--- config.mk ---
export PLATFORM = sky130hd
export DESIGN_NAME = gaussian_blur_3x3
export DESIGN_NICKNAME = d
export VERILOG_FILES = /design/src/rtl/gaussian_pkg.sv /design/src/rtl/gaussian_line_buffer.sv /design/src/rtl/gaussian_blur_3x3.sv
export SDC_FILE = /design/constraint.sdc
export NUM_CORES = 2
export LEC_CHECK = 0
export ABC_AREA = 1
export CORE_AREA = 2 2 336 338
export DETAILED_ROUTE_END_ITERATION = 10
export DIE_AREA = 0 0 338 340
export GPL_ROUTABILITY_DRIVEN = 0
export GPL_TIMING_DRIVEN = 1
export PLACE_DENSITY = 0.79
export SYNTH_ARGS = -nofsm -noshare
export SYNTH_HDL_FRONTEND = slang
export SYNTH_SLANG_ARGS = --single-unit
export TNS_END_PERCENT = 100
--- constraint.sdc ---
create_clock -name clk -period 9.85 [get_ports clk]
set_input_delay 0.985 -clock clk [delete_from_list [all_inputs] [get_ports clk]]
set_output_delay 0.985 -clock clk [all_outputs]
set_load 0.02 [all_outputs]
--- src/rtl/gaussian_pkg.sv ---
// Shared constants for the 3x3 Gaussian blur.
//   KERNEL_SHIFT : divide-by-16 normalisation of kernel [1 2 1; 2 4 2; 1 2 1]
//   W_*          : kernel weights, all powers of two so they map to shifts
//   sum_width()  : accumulator width for a given pixel width
package gaussian_pkg;

  localparam int KERNEL_SHIFT = 4;

  localparam int W_CORNER = 1;
  localparam int W_EDGE   = 2;
  localparam int W_CENTER = 4;

  // Kernel gain is 16, so four extra bits hold any weighted sum exactly.
  function automatic int sum_width(input int pixel_width);
    return pixel_width + 4;
  endfunction

endpackage

--- src/rtl/gaussian_line_buffer.sv ---
// One image row of storage, indexed by column.
//   clk       : clock
//   wr_en_i   : write wr_data_i at addr_i on the rising edge
//   addr_i    : column index shared by read and write
//   wr_data_i : value stored for this column
//   rd_data_o : combinational read of the value currently held at addr_i
// A read and write at the same index in one cycle returns the old value,
// which is what lets two buffers be chained into a row delay line.
module gaussian_line_buffer
  import gaussian_pkg::*;
#(
  parameter int DEPTH = 48,
  parameter int WIDTH = 16,
  localparam int ADDR_W = $clog2(DEPTH)
) (
  input  logic              clk,
  input  logic              wr_en_i,
  input  logic [ADDR_W-1:0] addr_i,
  input  logic [WIDTH-1:0]  wr_data_i,
  output logic [WIDTH-1:0]  rd_data_o
);

  logic [WIDTH-1:0] mem_q [DEPTH];

  assign rd_data_o = mem_q[addr_i];

  always_ff @(posedge clk) begin
    if (wr_en_i) begin
      mem_q[addr_i] <= wr_data_i;
    end
  end

endmodule

--- src/rtl/gaussian_blur_3x3.sv ---
// Streaming 3x3 Gaussian blur, "valid" convolution (no padding).
//   clk, reset        : single clock, synchronous active-high reset
//   pixel_in_T*       : raster-order input stream (valid/ready)
//   pixel_out_T*      : blurred stream, (IN_ROWS-2) x (IN_COLS-2) per frame
// Frames run back-to-back; the row/col counters alone mark frame edges.
module gaussian_blur_3x3
  import gaussian_pkg::*;
#(
  parameter int PIXEL_BIT_WIDTH = 16,
  parameter int IN_ROWS         = 48,
  parameter int IN_COLS         = 48
) (
  input  logic                       clk,
  input  logic                       reset,
  input  logic [PIXEL_BIT_WIDTH-1:0] pixel_in_TDATA,
  input  logic                       pixel_in_TVALID,
  output logic                       pixel_in_TREADY,
  output logic [PIXEL_BIT_WIDTH-1:0] pixel_out_TDATA,
  output logic                       pixel_out_TVALID,
  input  logic                       pixel_out_TREADY
);

  localparam int SUM_W = sum_width(PIXEL_BIT_WIDTH);
  localparam int EXT_W = SUM_W - PIXEL_BIT_WIDTH;
  localparam int ROW_W = $clog2(IN_ROWS);
  localparam int COL_W = $clog2(IN_COLS);

  logic [ROW_W-1:0] row_q, row_d;
  logic [COL_W-1:0] col_q, col_d;
  logic             out_valid_q, out_valid_d;
  logic [PIXEL_BIT_WIDTH-1:0] out_data_q, out_data_d;

  // win_q[row][col]: row 0 is the oldest image row, col 2 the newest column.
  logic signed [PIXEL_BIT_WIDTH-1:0] win_q [3][3];

  logic [PIXEL_BIT_WIDTH-1:0]        lb0_rd, lb1_rd;
  logic signed [PIXEL_BIT_WIDTH-1:0] new_col [3];
  logic signed [PIXEL_BIT_WIDTH-1:0] tap     [3][3];
  logic signed [SUM_W-1:0]           tap_ext [3][3];
  logic signed [SUM_W-1:0]           corner_sum, edge_sum, kernel_sum;
  logic [PIXEL_BIT_WIDTH-1:0]        blur;

  logic in_xfer, out_xfer, emit;

  // Single output register, no skid: accept only when the slot is free or
  // is being drained this cycle.
  assign pixel_in_TREADY = !out_valid_q || pixel_out_TREADY;
  assign in_xfer         = pixel_in_TVALID && pixel_in_TREADY;
  assign out_xfer        = out_valid_q && pixel_out_TREADY;
  // Rows 0-1 and cols 0-1 would mix stale rows or wrap across a row edge.
  assign emit = in_xfer && (row_q >= ROW_W'(2)) && (col_q >= COL_W'(2));

  // lb0 delays by one row, lb1 (fed from lb0) by two.
  gaussian_line_buffer #(.DEPTH(IN_COLS), .WIDTH(PIXEL_BIT_WIDTH)) u_lb0 (
    .clk       (clk),
    .wr_en_i   (in_xfer),
    .addr_i    (col_q),
    .wr_data_i (pixel_in_TDATA),
    .rd_data_o (lb0_rd)
  );

  gaussian_line_buffer #(.DEPTH(IN_COLS), .WIDTH(PIXEL_BIT_WIDTH)) u_lb1 (
    .clk       (clk),
    .wr_en_i   (in_xfer),
    .addr_i    (col_q),
    .wr_data_i (lb0_rd),
    .rd_data_o (lb1_rd)
  );

  assign new_col[0] = lb1_rd;
  assign new_col[1] = lb0_rd;
  assign new_col[2] = pixel_in_TDATA;

  // The result is formed from the window as it will look after this
  // shift (cols 1,2 plus the incoming column) so it lands one cycle after
  // the accepting edge.
  for (genvar gi = 0; gi < 3; gi++) begin : g_tap_row
    for (genvar gj = 0; gj < 3; gj++) begin : g_tap_col
      if (gj < 2) begin : g_reg
        assign tap[gi][gj] = win_q[gi][gj+1];
      end else begin : g_new
        assign tap[gi][gj] = new_col[gi];
      end
      assign tap_ext[gi][gj] = {{EXT_W{tap[gi][gj][PIXEL_BIT_WIDTH-1]}}, tap[gi][gj]};
    end
  end

  assign corner_sum = tap_ext[0][0] + tap_ext[0][2] + tap_ext[2][0] + tap_ext[2][2];
  assign edge_sum   = tap_ext[0][1] + tap_ext[1][0] + tap_ext[1][2] + tap_ext[2][1];
  assign kernel_sum = (corner_sum    <<< $clog2(W_CORNER))
                    + (edge_sum      <<< $clog2(W_EDGE))
                    + (tap_ext[1][1] <<< $clog2(W_CENTER));
  // Arithmetic shift floors toward -inf; the quotient always fits the pixel.
  assign blur = PIXEL_BIT_WIDTH'(kernel_sum >>> KERNEL_SHIFT);

  always_comb begin
    col_d = col_q;
    row_d = row_q;
    if (in_xfer) begin
      if (col_q == COL_W'(IN_COLS - 1)) begin
        col_d = '0;
        if (row_q == ROW_W'(IN_ROWS - 1)) begin
          row_d = '0;
        end else begin
          row_d = row_q + 1'b1;
        end
      end else begin
        col_d = col_q + 1'b1;
      end
    end
  end

  always_comb begin
    out_valid_d = out_valid_q;
    out_data_d  = out_data_q;
    if (emit) begin
      out_valid_d = 1'b1;
      out_data_d  = blur;
    end else if (out_xfer) begin
      out_valid_d = 1'b0;
    end
  end

  always_ff @(posedge clk) begin
    if (reset) begin
      row_q       <= '0;
      col_q       <= '0;
      out_valid_q <= 1'b0;
      out_data_q  <= '0;
      for (int r = 0; r < 3; r++) begin
        for (int c = 0; c < 3; c++) begin
          win_q[r][c] <= '0;
        end
      end
    end else begin
      row_q       <= row_d;
      col_q       <= col_d;
      out_valid_q <= out_valid_d;
      out_data_q  <= out_data_d;
      if (in_xfer) begin
        for (int r = 0; r < 3; r++) begin
          win_q[r][0] <= win_q[r][1];
          win_q[r][1] <= win_q[r][2];
          win_q[r][2] <= new_col[r];
        end
      end
    end
  end

  assign pixel_out_TVALID = out_valid_q;
  assign pixel_out_TDATA  = out_data_q;

endmodule

==> flow_summary.json <==
{
  "overflow": 0,
  "cts-root-buf": "clkbuf_16",
  "intPower_mw": 13.3,
  "grt_pass1_vias": 44800,
  "multiInputGateArea_mm2": 0.0172,
  "grt_first_pass_wirelength_um": 283000,
  "p_per_area_mw_per_mm2": 257,
  "crit_fanout": 85,
  "clk_pin_slew_ns": 0.06,
  "grtUsageTotal_pct": 33.8,
  "placed_area_mm2": 0.0715,
  "setup_viol": 0,
  "skew_ns": 0.0306,
  "drt.antenna.violating_nets": 0,
  "final.period_utilization_pct": 91.6,
  "wl_per_cell_um": 27.9,
  "syn_nets": 5533,
  "worst_slew_pin_slew_ns": 1.24,
  "regArea_mm2": 0.0497,
  "critPathSlowestCell": "dfxtp_4",
  "synthTopCellsByArea": "edfxtp_1 (70%), o21ai_0 (6.1%), nor2_1 (5.7%)",
  "syn2layout_area_growth_pct": 9.99,
  "hold_buffers": 0,
  "setup_slack_ns": 0.828,
  "drc": 0,
  "syn_avg_cell_area_um2": 12.9,
  "final_area_mm2": 0.0765,
  "pwr-share-comb_pct": 29.0,
  "num_io_pins": 38,
  "drv_cap": 0,
  "synthCells": 5371,
  "fmax_mhz": 111,
  "nets": 5530,
  "drive_gt1_share_pct": 8.42,
  "die_w_um": 338,
  "slowest_delay_ns": 0.75,
  "seq_area_frac_synth_pct": 71.5,
  "insertion_delay_ns": 0.79,
  "dieArea_mm2": 0.115,
  "wl_um": 195000,
  "leakage_nw": 25.7,
  "htreeDepth": 4,
  "power_frac_clock_pct": 30.1,
  "antenna_found_initial": 3,
  "clk_path_buf_depth": 3,
  "pre_cts_slack_ns": 1.09,
  "crit_buf_inv": 7,
  "worst_setup_path_start_kind": "flop",
  "timing.hold.ws_ns": 0.507,
  "hpwlAfterDp_um": 102000,
  "required_ns": 10.51,
  "netlist_area_mm2": 0.0695,
  "async_reset_ff_share_pct": 0,
  "holdCritPathClass": "reg -> reg",
  "p_sw_share_pct": 32.3,
  "synth_edf_count": 1632,
  "rsz0062_at_grt": "false",
  "maxSlewViolCount": 0,
  "critPathTopFamily": "adder cells",
  "hold_viol": 0,
  "die_height_um": 340,
  "path_class": "reg -> reg",
  "grt_max_degree": 138,
  "port_buffers": 37,
  "core-area_mm2": 0.112,
  "viasPerCell": 6.70,
  "synth_cell_types": 49,
  "ys.flop_type": "edfxtp_1",
  "power.switching_mw": 6.35,
  "fp-row-count": 123,
  "finalSetupTns_ns": 0,
  "first_pass_iters": 7,
  "instances_no_fill": 6998,
  "p_seq_share_pct": 40.9,
  "cts_tree": "done",
  "start_util_pct": 62.3,
  "vias": 46900,
  "hold_path.startpoint": "pixel_out_TDATA[12]",
  "status": "complete, no violations",
  "synth_seq_cells": 1667,
  "fillers": 7057,
  "clkSinkCount": 1667,
  "arrival_ns": 9.68,
  "numPlacedInstances": 6706,
  "cts_resized": 0,
  "period_minus_slack_ns": 9.02,
  "yosys_warnings": 0,
  "maxSlewHeadroom_pct": 15.9,
  "endpoint_kind": "flop",
  "irDropWorstVdd_mv": 0.443,
  "drtIter0Drc": 8542,
  "postCtsSetupRepairBufs": 0,
  "synth_top_area_cell": "edfxtp_1",
  "cts_buffers": 160,
  "synth_top_area_share_pct": 70.5
}
## metrics by stage
stage	utilization (%)	total power [mW]
finish	68.6	19.6
global route	68.5	20.6
CTS	68.5	19.6
detailed placement	64.1	13.7
global placement	64.1	13.5
floorplan	-	12.2
## area by class of cell
type,instances,area share (%)
Tap cell,1500,2.45
Antenna cell,1,0.00327
Timing Repair Buffer,180,2.04
Clock buffer,201,5.57
Inverter,281,1.41
Sequential cell,1667,65.0
Multi-Input combinational cell,3078,22.6
Clock inverter,90,0.957
## placed cells by master, fill, tap and decap left out, drive strengths merged, types with 3 or more instances in the layout
cell           Yosys  routed
edfxtp          1632    1632
nor2            1059    1059
o21ai            947     947
o22ai            348     348
inv              279     285
clkbuf           158     202
nand2            199     199
buf              187     154
fa               103     103
clkinv             2      75
o221ai            74      74
a21oi             73      73
nand3             71      71
o211ai            63      63
ha                39      39
dfxtp             35      35
clkdlybuf4s50      0      25
xor2              19      19
nor3              18      18
bufinv             0       9
o311ai             9       9
xnor2              8       8
nor4               8       8
nand4              7       7
a31oi              7       7
or2                5       5
a21o               5       5
o21bai             3       3
## sequential cells by signal, summed over array words and instances, names as in the netlist, named ones only
name / count
pixel_out_TDATA: 16
col_q: 6
pixel_out_TVALID: 1
u_lb1.mem_q: 768
row_q: 6
u_lb0.mem_q: 768
win_q: 96
## synthesized netlist by cell type (42+ instances only)
| cell type | count |
|---|---|
| a21oi_1 | 73 |
| fa_1 | 103 |
| nor2_1 | 1059 |
| inv_1 | 265 |
| clkbuf_1 | 155 |
| buf_2 | 103 |
| o22ai_1 | 348 |
| nand3_1 | 71 |
| o221ai_1 | 69 |
| buf_4 | 42 |
| o211ai_1 | 58 |
| o21ai_0 | 841 |
| o21ai_1 | 106 |
| nand2_1 | 198 |
| edfxtp_1 | 1632 |
## power by group through the flow
stage,registers [mW],clock network (mW),logic (mW)
4_1_cts,8.03,5.91,5.61
5_1_grt,8.03,6.18,6.43
3_5_place_dp,8.18,0,5.56
2_1_floorplan,8.17,0,4.03
3_3_place_gp,8.18,0,5.37
6_report,8.03,5.91,5.71
## worst min-delay path: stages, from the launching register on
cell      delay (ns)
dfxtp_1         0.33
o211ai_1        0.10
inv_1           0.05
## final timing paths
| kind | end | slack [ns] | cells past startpoint |
|---|---|---|---|
| worst max-delay path | pixel_out_TDATA[15] | 0.83 | 40 |
| worst min-delay path | pixel_out_TDATA[12] | 0.51 | 2 |
| worst max register to register | pixel_out_TDATA[15] | 0.83 | 40 |
| worst min register to register | pixel_out_TDATA[12] | 0.51 | 2 |
## routing by layer
layer	vias up	share of wire (%)	global-route usage (%)
met5	-	0.0051	0
met4	2	5.7	17.6
met3	667	15	8.17
met2	3950	45	50.6
met1	22600	35	46.7
li1	19700	-	-
## cell families after synthesis
logic type | Yosys count | synth area share (%)
flops | 1667 | 71.5
fa+ha+maj | 142 | 3.67
xor+xnor | 28 | 0.372
compound gates | 1537 | 12.6
simple gates | 1371 | 7.67
buf+inv | 626 | 4.22
No activity file was read; power rests on OpenSTA's default activity.
